--- src/rtl/vga_scanout_pkg.sv ---
// Shared definitions for the VGA row scan-out path: state encoding and a
// clog2 helper that never returns less than one bit.
package vga_scanout_pkg;

  typedef enum logic {
    ST_IDLE   = 1'b0,
    ST_ACTIVE = 1'b1
  } scan_state_t;

  function automatic int unsigned clog2_min1(input int unsigned v);
    return (v <= 2) ? 1 : $clog2(v);
  endfunction

endpackage

--- src/rtl/row_elem_mux.sv ---
// Combinational selector returning element idx of a flattened row
// (element k at bits [WIDTH*(k+1)-1 : WIDTH*k]).
module row_elem_mux
  import vga_scanout_pkg::*;
#(
  parameter int unsigned WIDTH = 8,
  parameter int unsigned SIZE  = 8
) (
  input  logic [WIDTH*SIZE-1:0]        row,
  input  logic [clog2_min1(SIZE)-1:0]  idx,
  output logic [WIDTH-1:0]             elem
);

  always_comb begin
    elem = '0;
    for (int unsigned k = 0; k < SIZE; k++) begin
      if (idx == k[clog2_min1(SIZE)-1:0]) elem = row[k*WIDTH +: WIDTH];
    end
  end

endmodule

--- src/rtl/row_scanout.sv ---
// Captures a flattened row on start and streams its elements oldest-first,
// one per advance; define SCANOUT_REPEAT_EN to hold each element for REPEAT advances.
module row_scanout
  import vga_scanout_pkg::*;
#(
  parameter int unsigned WIDTH  = 8,
  parameter int unsigned SIZE   = 8,
  parameter int unsigned REPEAT = 2
) (
  input  logic                  clk,
  input  logic                  rst_n,
  input  logic [WIDTH*SIZE-1:0] row_in,
  input  logic                  start,
  input  logic                  advance,
  output logic [WIDTH-1:0]      pixel_out,
  output logic                  pixel_valid,
  output logic                  busy,
  output logic                  done,
  output logic                  refill_req
);

  localparam int unsigned IW = clog2_min1(SIZE);

  if (SIZE < 2 || REPEAT < 1) begin : g_param_check
    $error("row_scanout: SIZE must be >= 2 and REPEAT >= 1");
  end

  scan_state_t           r_state, w_state_d;
  logic [WIDTH*SIZE-1:0] r_row,   w_row_d;
  logic [IW-1:0]         r_idx,   w_idx_d;
  logic                  r_done,  w_done_d;
  logic                  r_refill, w_refill_d;
  logic                  w_elem_last;
  logic [WIDTH-1:0]      w_elem;

`ifdef SCANOUT_REPEAT_EN
  localparam int unsigned RW = clog2_min1(REPEAT);
  logic [RW-1:0] r_rep, w_rep_d;
  assign w_elem_last = (r_rep == RW'(REPEAT - 1));
`else
  assign w_elem_last = 1'b1;
`endif

  always_ff @(posedge clk) begin
    if (!rst_n) begin
      r_state  <= ST_IDLE;
      r_row    <= '0;
      r_idx    <= '0;
      r_done   <= 1'b0;
      r_refill <= 1'b0;
`ifdef SCANOUT_REPEAT_EN
      r_rep    <= '0;
`endif
    end else begin
      r_state  <= w_state_d;
      r_row    <= w_row_d;
      r_idx    <= w_idx_d;
      r_done   <= w_done_d;
      r_refill <= w_refill_d;
`ifdef SCANOUT_REPEAT_EN
      r_rep    <= w_rep_d;
`endif
    end
  end

  always_comb begin
    w_state_d  = r_state;
    w_row_d    = r_row;
    w_idx_d    = r_idx;
    w_done_d   = 1'b0;
    w_refill_d = 1'b0;
`ifdef SCANOUT_REPEAT_EN
    w_rep_d    = r_rep;
`endif
    unique case (r_state)
      ST_IDLE: begin
        if (start) begin
          w_row_d    = row_in;
          w_idx_d    = IW'(SIZE - 1);
          w_state_d  = ST_ACTIVE;
          w_refill_d = 1'b1;
`ifdef SCANOUT_REPEAT_EN
          w_rep_d    = '0;
`endif
        end
      end
      ST_ACTIVE: begin
        if (advance) begin
          if (w_elem_last) begin
`ifdef SCANOUT_REPEAT_EN
            w_rep_d = '0;
`endif
            if (r_idx == '0) begin
              w_done_d = 1'b1;
              // A start on the final advance chains straight into the next row.
              if (start) begin
                w_row_d    = row_in;
                w_idx_d    = IW'(SIZE - 1);
                w_refill_d = 1'b1;
              end else begin
                w_state_d  = ST_IDLE;
              end
            end else begin
              w_idx_d = r_idx - 1'b1;
            end
          end else begin
`ifdef SCANOUT_REPEAT_EN
            w_rep_d = r_rep + 1'b1;
`endif
          end
        end
      end
      default: w_state_d = ST_IDLE;
    endcase
  end

  row_elem_mux #(
    .WIDTH (WIDTH),
    .SIZE  (SIZE)
  ) u_mux (
    .row  (r_row),
    .idx  (r_idx),
    .elem (w_elem)
  );

  assign pixel_valid = (r_state == ST_ACTIVE);
  assign busy        = pixel_valid;
  assign pixel_out   = pixel_valid ? w_elem : '0;
  assign done        = r_done;
  assign refill_req  = r_refill;

endmodule

--- config.mk ---
export PLATFORM = sky130hd
export DESIGN_NAME = row_scanout
export DESIGN_NICKNAME = d
export VERILOG_FILES = /design/src/rtl/vga_scanout_pkg.sv /design/src/rtl/row_elem_mux.sv /design/src/rtl/row_scanout.sv
export SDC_FILE = /design/constraint.sdc
export NUM_CORES = 1
export LEC_CHECK = 0
export CAP_MARGIN = 20
export CORE_MARGIN = 3
export CORE_UTILIZATION = 40
export CTS_BUF_LIST = sky130_fd_sc_hd__clkbuf_16
export CTS_CLUSTER_SIZE = 16
export DETAILED_ROUTE_END_ITERATION = 16
export HOLD_SLACK_MARGIN = 0.08
export PLACE_DENSITY = 0.66
export SETUP_SLACK_MARGIN = 0.1
export SYNTH_ARGS = -nofsm -noshare
export SYNTH_HDL_FRONTEND = slang
export SYNTH_SLANG_ARGS = --single-unit
--- constraint.sdc ---
create_clock -name clk -period 3.1 [get_ports clk]
set_input_delay 0.62 -clock clk [delete_from_list [all_inputs] [get_ports clk]]
set_output_delay 0.62 -clock clk [all_outputs]
set_load 0.01 [all_outputs]
==> impl_metrics.toml, run 1 <==
[synthesis]
synth_cell_type_count = 33
yosysTopAreaCell = "dfxtp_1"
syn-num-nets = 511
netlist_instances = 438
yosys.area.top_type_share = 0.4070
synth_seq_cells = 70
netlist_area_mm2 = 0.003443
synth.top_cells.by_area = "dfxtp_1 41%, nand2_1 15%, a21oi_1 10%"
yosysSeqAreaShare = 0.4070
yosys_warnings = 0
syn-mean-instance-area_um2 = 7.861

[pwr]
vdd_ir_drop_max_mv = 0.2836
p_clk_frac = 0.421
switching_share = 0.2624
internal_power_mw = 1.898
combPwrFrac = 0.189
power_mw = 2.574
leakagePower_nw = 1.836
power_frac_seq = 0.390
powerDensity_mw_per_mm2 = 563.0
power_switching_mw = 0.6754

[timing]
fin_skew_ps = 5.085
slew_headroom = 0.6445
fmax_ghz = 0.3405
finalCritPeriodShare = 0.9474
drv_slew = 0
holdWs_ps = 452.8
setup_viol = 0
worst-slew-pin-transition_ps = 532.5
hold_violations = 0
period_needed_ps = 2937
rsz0062_at_grt = "false"

[critical_path]
worst-path-max-fanout = 11
worstSetupPathType = "reg -> out"
timing.rr.start = "r_idx[0]"
crit_path_end_kind = "primary output"
rr_endpoint = "r_row[28]"
r2r_slack_ps = 1150
worst_ep_arrival_time_ps = 2320
start_kind = "register"
crit_required_ps = 2480
ff2ff_path_depth = 8

[grt]
grt_pass1_vias = 3052
grt_pass1_wl_um = 14810
antenna_found_initial = 0
track_usage = 0.1906
grt_start_max_net_pins = 38
grt_overflow = 0

[cells_and_area]
final_cell_mix = "137 x nand2_1, 71 x a21oi_1, 71 x clkdlybuf4s50_1"
mostFrequentLayoutCell = "nand2_1"
utilization = 0.5509
n_antenna_cell = 0
drive_gt1_frac = 0.1150
finalNetCount = 581
n_fill_cell = 785
final_area_mm2 = 0.004572
syn2layout_area_growth_pct = 32.78

[clock_network]
cts_buffers = 9
cts_sinks = 70
cts_tree = "yes"
hold_buffers = 0
cts_buffer_depth = 2
clk_pin_slew_ps = 50
htreeDepth = 3
insertion_delay_ps = 340
cts_root_buf = "clkbuf_16"

[detailed_routing]
wl_um = 8962
wire_per_inst_um = 14.50
route.detailed.drc = 0
detail-route-antenna-nets = 0
drtPass1Iterations = 5
num_vias = 3158
vias_per_cell = 5.110
drt_iter0_markers = 148

[placement]
place_area_mm2 = 0.004184
portBuffers = 79
place.gp.congestion = 0.8531
place_hpwl_um = 6517

[floorplanning]
fp.dieW_um = 98.78
die-area_mm2 = 0.009757
core_area_mm2 = 0.008299
ios = 80
chipHeight_um = 98.78
num_rows = 33
start_util = 0.4149

[worst_hold_path]
hold_path.class = "reg -> reg"
min-delay-start = "r_row[57]"
holdPathEnd = "r_row[57]"
min_path_cells = 2

[outcome]
status = "finished clean"

[flow_run]
max_cap_viol_count = 0
[worst max-delay path by stage]
stage                  start      endpoint  slack (ps)  cells after the start
detailed placement  r_idx[0]  pixel_out[5]         -50                      7
floorplan           r_idx[0]  pixel_out[5]         960                      8
global route        r_idx[0]  pixel_out[1]         100                      8
CTS                 r_idx[0]  pixel_out[1]         130                      8
global placement    r_idx[0]  pixel_out[5]          20                      7
finish              r_idx[0]  pixel_out[1]         160                      8
[sequential cells by signal, indices dropped and copies added, names as in the netlist]
register and count:
r_idx 3, done 1, r_row 64, refill_req 1, busy 1
[cells in the mapped netlist (all sizes together)]
master,n
a21oi,84
a21bo,1
a21o,16
nand3,2
inv,12
a21boi,1
o21ai,19
buf,24
nor3b,8
nand4,2
or2,1
nor2b,9
o31ai,8
dfxtp,70
and2b,1
a221oi,9
nor2,3
nand3b,9
o211a,1
ha,5
nand2,137
nand2b,1
and3,1
o21a,1
clkbuf,13
[repair_timing]
item | in CTS | in global routing
gates resized for setup | 21 | 2
buffers inserted | 2 | 0
pin swaps | 2 | 2
setup endpoints to repair | 8 | 5
[kinds of logic (layout without fill, tap and decap cells)]
| logic type | Yosys count | after routing | share of synthesized area |
|---|---|---|---|
| AOI/OAI and AO/OA | 140 | 140 | 0.2493 |
| adders and majority gates | 5 | 5 | 0.01817 |
| buffers and inverters | 49 | 124 | 0.1043 |
| DFF | 70 | 70 | 0.4070 |
| and+or+nand+nor | 174 | 174 | 0.2213 |
[cell type report]
cell class | instances | area, µm² | area share
inverter | 12 | 45.04 | 0.009852
clock inverter | 7 | 90.09 | 0.01970
multi-input combinational | 319 | 1758 | 0.3845
sequential | 70 | 1404 | 0.3071
clock buffer | 9 | 225.2 | 0.04926
tap | 105 | 131.4 | 0.02874
timing repair buffer | 96 | 918.4 | 0.2009
[critical path, stage by stage (launching register included)]
cell	delay (ps)
dfxtp_2	390
inv_2	100
ha_4	220
buf_4	200
buf_4	160
o31ai_1	300
o21ai_1	150
a21oi_2	170
dlygate4sd2_1	290
[layer usage]
layer / GRT usage / part of all wire
met1: 0.2632 / 0.48
met2: 0.2867 / 0.45
met3: 0.05096 / 0.057
met4: 0.06828 / 0.019
met5: 0 / 0
[power groups by stage]
stage	logic, mW	registers, mW	clock network (mW)
after floorplan	0.323	1.00	0
after global placement	0.456	1.02	0
after detailed placement	0.464	1.02	0
after CTS	0.486	1.00	1.10
after global routing	0.540	1.01	1.14
final	0.486	1.00	1.08
[through the flow]
step	std cells	setup WS, ps	TNS, ps
after detailed placement	600	-50.54	-50.64
after floorplan	438	955.4	0
final	618	163.2	0
after global placement	600	15.55	0
after CTS	618	125.5	0
after global routing	618	103.2	0
Note: power is estimated with default switching activity, not from simulation.
==> run 2: changes to the inputs <==
- SLEW_MARGIN: unset -> 0
==> results of run 2 <==
No change in the layout: final DEF, timing and power equal those of run 1.
